### src/rtl/washer_controller.sv
// rtl/washer_controller.sv - washer cycle sequencer FSM with pause/resume and registered Moore outputs.
// Optional macro WASHER_EXTRA_RINSE_EN adds a second rinse pass before SPIN.
module washer_controller (
  input  logic       clk,
  input  logic       R,
  input  logic       start,
  input  logic       pause,
  input  logic       door_closed,
  input  logic [1:0] load_sel,
  input  logic       Td,
  input  logic       Tf,
  input  logic       Tr,
  input  logic       Ts,
  input  logic       Tw,
  output logic       tmr_R,
  output logic       tmr_hold,
  output logic [1:0] tmr_load,
  output logic       water_valve,
  output logic       motor,
  output logic       drain_pump,
  output logic       spin,
  output logic       door_lock,
  output logic       done
);

  typedef enum logic [3:0] {
    IDLE, FILL, WASH, DRAIN, RFILL, RINSE, RDRAIN, SPIN, DONE, PAUSED
  } state_t;

  state_t state;
  state_t saved;
  state_t next;
  logic   active;
  logic   flags_ok;

`ifdef WASHER_EXTRA_RINSE_EN
  logic rinse_cnt;
`endif

  assign active = (state == FILL) || (state == WASH) || (state == DRAIN) ||
                  (state == RFILL) || (state == RINSE) || (state == RDRAIN) ||
                  (state == SPIN);

  // Timer flags are stale during the entry cycle while the timer is being cleared.
  assign flags_ok = !tmr_R;

  always_comb begin
    next = state;
    if (active && pause) begin
      next = PAUSED;
    end else begin
      case (state)
        IDLE:   if (start && door_closed) next = FILL;
        FILL:   if (flags_ok && Tf) next = WASH;
        WASH:   if (flags_ok && Tw) next = DRAIN;
        DRAIN:  if (flags_ok && Td) next = RFILL;
        RFILL:  if (flags_ok && Tf) next = RINSE;
        RINSE:  if (flags_ok && Tr) next = RDRAIN;
        RDRAIN: begin
          if (flags_ok && Td) begin
`ifdef WASHER_EXTRA_RINSE_EN
            next = rinse_cnt ? SPIN : RFILL;
`else
            next = SPIN;
`endif
          end
        end
        SPIN:   if (flags_ok && Ts) next = DONE;
        DONE:   if (!door_closed) next = IDLE;
        PAUSED: if (!pause && door_closed) next = saved;
        default: next = IDLE;
      endcase
    end
  end

  always_ff @(posedge clk or posedge R) begin
    if (R) begin
      state       <= IDLE;
      saved       <= IDLE;
      tmr_R       <= 1'b1;
      tmr_hold    <= 1'b0;
      tmr_load    <= 2'b00;
      water_valve <= 1'b0;
      motor       <= 1'b0;
      drain_pump  <= 1'b0;
      spin        <= 1'b0;
      door_lock   <= 1'b0;
      done        <= 1'b0;
`ifdef WASHER_EXTRA_RINSE_EN
      rinse_cnt   <= 1'b0;
`endif
    end else begin
      state    <= next;
      tmr_R    <= (next != state);
      tmr_hold <= (next == PAUSED);
      if (state == IDLE && next == FILL)
        tmr_load <= (load_sel == 2'b11) ? 2'b10 : load_sel;
      if (next == PAUSED && state != PAUSED)
        saved <= state;
`ifdef WASHER_EXTRA_RINSE_EN
      if (state == IDLE && next == FILL)
        rinse_cnt <= 1'b0;
      else if (state == RDRAIN && next == RFILL)
        rinse_cnt <= 1'b1;
`endif
      // Outputs are decoded from the state being entered so they line up with it.
      water_valve <= (next == FILL) || (next == RFILL);
      motor       <= (next == WASH) || (next == RINSE) || (next == SPIN);
      drain_pump  <= (next == DRAIN) || (next == RDRAIN) || (next == SPIN);
      spin        <= (next == SPIN);
      door_lock   <= (next == FILL) || (next == WASH) || (next == DRAIN) ||
                     (next == RFILL) || (next == RINSE) || (next == RDRAIN) ||
                     (next == SPIN);
      done        <= (next == DONE);
    end
  end

endmodule

### config.mk
export PLATFORM = sky130hd
export DESIGN_NAME = washer_controller
export DESIGN_NICKNAME = d
export VERILOG_FILES = /design/src/rtl/washer_controller.sv
export SDC_FILE = /design/constraint.sdc
export NUM_CORES = 1
export LEC_CHECK = 0
export CAP_MARGIN = 10
export CORE_MARGIN = 5
export CORE_UTILIZATION = 55
export DETAILED_ROUTE_END_ITERATION = 10
export GPL_ROUTABILITY_DRIVEN = 0
export PLACE_DENSITY = 0.83
export SETUP_SLACK_MARGIN = 0.4
export SLEW_MARGIN = 20
export SYNTH_ARGS = -nofsm -noshare
export SYNTH_HDL_FRONTEND = slang
export SYNTH_SLANG_ARGS = --single-unit
### constraint.sdc
create_clock -name clk -period 2.51 [get_ports clk]
set_input_delay 0.6275 -clock clk [delete_from_list [all_inputs] [get_ports clk]]
set_output_delay 0.6275 -clock clk [all_outputs]
set_load 0.02 [all_outputs]
* After elaboration in Yosys (flattened, before gate mapping) *
Cells that the tools add are included.

word-level totals
  flip-flop bits (word level) = 18
  output and inout port bits = 10
  word-level logic and storage cells = 75

cells by class
  eq/ne operators = 21
  multiplexer cells = 13
  reduce and logical (&&, ||, !) cells = 30

operators by type and width
  cell                                                              count
  4-bit 2-to-1 mux                                                  11
  4-bit one-hot mux with 10 select lines                            1
  4-bit by 3-bit == test with 1-bit output (second input constant)  8
  1-bit logical OR                                                  17
  4-bit by 2-bit == test with 1-bit output (second input constant)  4
  4-bit == test (second input constant)                             4
  1-bit logical AND                                                 10
  4-bit by 1-bit == test with 1-bit output (second input constant)  2
  4-bit zero test                                                   1
  4-bit != test                                                     1
  4-bit != test (second input constant)                             1
  2-bit == test (second input constant)                             1
  1-bit zero test                                                   2
  2-bit 2-to-1 mux                                                  1

* Logic depth before layout (Yosys ltp) *
  depth after elaboration = 16
  gate-level depth with buffers = 8
  gate-level depth less buffers = 6

* Worst setup path after synthesis *
OpenSTA, ideal clock, no wires.

  path type = input -> register
  start point = in Tw
  end point = reg saved[0]
  arrival = 1.676 ns
  data required time = 2.384 ns
  slack = 0.708 ns
  cell stages on the path = 5
  path through = or3b_1 -> a21oi_1 -> o21a_2 -> nor2_4 -> o32a_1

between the ends
  longest elaborated chain between the ends = 6

ends and longest elaborated chain
  what                                    RTL line  source
  start, declared                         14        input logic Tw,
  1-bit logical AND                       55        WASH: if (flags_ok && Tw) next = DRAIN;
  4-bit 2-to-1 mux                        55
  4-bit one-hot mux with 10 select lines  52        case (state)
  4-bit 2-to-1 mux                        49        if (active && pause) begin
  4-bit == test                           98        if (next == PAUSED && state != PAUSED)
  1-bit logical AND                       98
  end signal, assigned                    99        saved <= state;
  end, declared                           31        state_t saved;

Every way passes these cells.
A chain may end at the register's enable or synchronous reset.

* Worst setup path after layout *
Same ends and word-level chain as after synthesis.

==> results.toml <==
[yosys]
syn_avg_cell_area_um2 = 10.27
synth.distinct_cells = 53
synth_edf_count = 0
synthCells = 112
yosysWarnings = 0
synthArstFlopShare_pct = 100.0
synthesis.nets = 124
synth_seq_cells = 18
syn_area_mm2 = 0.001150
yosysSeqAreaShare_pct = 39.28
synth_ff_type = "dfrtp_1"

[global_route]
antenna_found_initial = 0
grt_max_degree = 20
grt_use_total_pct = 17.45
grt_pass1_wl_um = 4395
grt_pass1_vias = 1018
overflow = 0

[setup_path]
cpPeakStageDelay_ps = 440
cp-end-kind = "register"
worst-path-stages = 6
critPathTopFamily = "compound AO/OA/AOI/OAI gates"
worstPathArrival_ps = 2220
crit_path_start_kind = "input port"
criticalPathCategory = "input port to register"
ff2ff_path_depth = 6
cp_max_fo = 5
slowest_stage = "clkdlybuf4s50_1"
critPathRequiredTime_ps = 2690
cp_cell_sequence = "clkdlybuf4s50_1 > or3b_1 > a21oi_1 > o21a_2 > nor2_4 > o32a_1"
crit_buf_inv = 1

[power]
switchingPower_w = 0.0006730
powerDensity_mw_per_mm2 = 1102
p_comb_share_pct = 54.3
pwr-share-clk_pct = 11.0
p_leak_nw = 0.6143
ir_worst_vdd_uv = 872.1
p_total_w = 0.001586
p_int_w = 0.0009129
netSwitchingFraction_pct = 42.44
sequentialPowerShare_pct = 34.7

[detailed_routing]
ant_nets = 0
vias = 985
viasPerCell = 6.118
drtIter0Drc = 26
first_pass_iters = 4
wl_per_cell_um = 16.57
route.detailed.drc = 0
totalWireLength_um = 2668

[floorplanning]
rows = 16
core_mm2 = 0.001982
die_h_um = 55.73
start_util_pct = 58.02
io_pins = 22
die-area_mm2 = 0.003105
die_x_um = 55.73

[sta]
slew_headroom_pct = 55.24
fin_tns_setup_ps = 0
fin_crit_ps = 2038
finalHoldViolations = 0
skew_ps = 1.177
worstMarginPinSlew_ps = 670.6
fmax_mhz = 490.8
fin_crit_sh_pct = 81.18
slew_viol_final = 0
setup_viol = 0
rsz0062_at_grt = "no"
whs_ps = 503.7

[clock_tree]
postCtsSetupBuffers = 0
cts.htree.levels = 1
cts_hold_buf = 0
cts_tree = "built"
clockRootBuffer = "clkbuf_4"
cts_buffers = 3
cts.sinks = 18
clk_latency_ps = 290
cts_buffer_depth = 2
cts.clk_slew.worst_paths_ps = 100

[placement]
dpl.cell_count = 157
place_area_mm2 = 0.001370
place_hpwl_um = 1995
io_buffers = 21

[hold_path]
hold_class = "register to register"
hold_depth = 1

[final_layout]
stdcell_count = 161
fin_area_mm2 = 0.001439
nets = 147
area_growth_pct = 25.14
final_layout_size_suffix_gt1_share_pct = 20.15
diodes = 0
final_common_cell = "clkdlybuf4s50_1"
layout_common_cells = "clkdlybuf4s50_1, dfrtp_1, inv_1, nand3b_1"

[status]
status = "completed"

[flow_run]
drv_cap = 0
[what timing repair did]
item                       in CTS  in global routing
hold endpoints to repair        0                  0
gates cloned                    0                  0
gates resized for setup         2                  8
pin swaps                       1                  0
setup endpoints to repair       5                  8
[worst paths after layout]
path                                            from                    to  slack (ps)
max in group asynchronous                          R    state[1]$_DFF_PP0_        1310
min in group asynchronous                          R  saved[1]$_DFFE_PP0P_         730
worst max-delay path                              Tw  saved[0]$_DFFE_PP0P_         470
worst min-delay path            saved[2]$_DFFE_PP0P_  saved[2]$_DFFE_PP0P_         500
worst max register to register    state[2]$_DFF_PP0_       motor$_DFF_PP0_         520
worst min register to register  saved[2]$_DFFE_PP0P_  saved[2]$_DFFE_PP0P_         500
[kinds of logic (layout without fill, tap and decap cells)]
family | count (synthesis) | count (layout) | share of synthesized area (%)
AO/OA/AOI/OAI | 28 | 28 | 20.35
multiplexers | 3 | 3 | 2.829
flip-flops | 18 | 18 | 39.28
XOR/XNOR | 1 | 1 | 0.7618
AND/OR/NAND/NOR | 50 | 50 | 31.12
buffers and inverters | 12 | 34 | 5.658
[Yosys cell counts (3+ instances only)]
| master | number | area share, % |
|---|---|---|
| inv_1 | 5 | 1.6 |
| nor3_1 | 4 | 1.7 |
| buf_4 | 3 | 2.0 |
| a21oi_1 | 3 | 1.3 |
| dfrtp_1 | 17 | 37 |
| nor2_1 | 4 | 1.3 |
| nand2_1 | 4 | 1.3 |
| nor2b_1 | 4 | 2.2 |
| nand2b_1 | 4 | 2.2 |
| nor4bb_1 | 3 | 2.6 |
| nand3_1 | 4 | 1.7 |
| nand3b_1 | 5 | 3.3 |
[cell type report]
cell class / instances / area (um^2)
multi-input cells: 82 / 658.1
fillers: 141 / 543.0
flip-flops and latches: 18 / 455.4
repair buffers: 23 / 229.0
clock buffers: 4 / 36.28
well taps: 27 / 33.78
inverters: 7 / 26.28
[layer usage]
metal	track usage [%]	vias up	share of wire (%)
met5	0	-	0
met4	6.944	0	0.60
met3	5.800	4	5.5
met2	28.38	23	49
met1	21.12	489	45
li1	-	469	-
[per-stage QoR]
stage | worst slack (ps) | utilization, %
after floorplan | 707.6 | -
after global placement | 86.99 | 69.13
after detailed placement | 63.55 | 69.13
after CTS | 402.0 | 71.09
after global routing | 392.7 | 72.60
final | 472.3 | 72.60
[power groups by stage]
stage | Clock [W] | Sequential (W) | Combinational, W
floorplan | 0 | 0.000518 | 0.000615
global placement | 0 | 0.000536 | 0.000824
detailed placement | 0 | 0.000543 | 0.000846
CTS | 0.000181 | 0.000537 | 0.000850
global route | 0.000195 | 0.000568 | 0.000927
finish | 0.000174 | 0.000551 | 0.000861
[registers in the layout, summed over array words and instances, names as in the netlist]
name,cells
done,1
door_lock,1
drain_pump,1
motor,1
saved,4
spin,1
state,4
tmr_R,1
tmr_hold,1
tmr_load,2
water_valve,1
[worst reg2reg max path: cells and delay by family, from the launching register on]
family,cells,cell delay (ps)
buf+inv,1,60
compound gates,3,580
simple gates,1,90
mux,1,410
flops,1,730
Power figures use the tool's default switching activity.
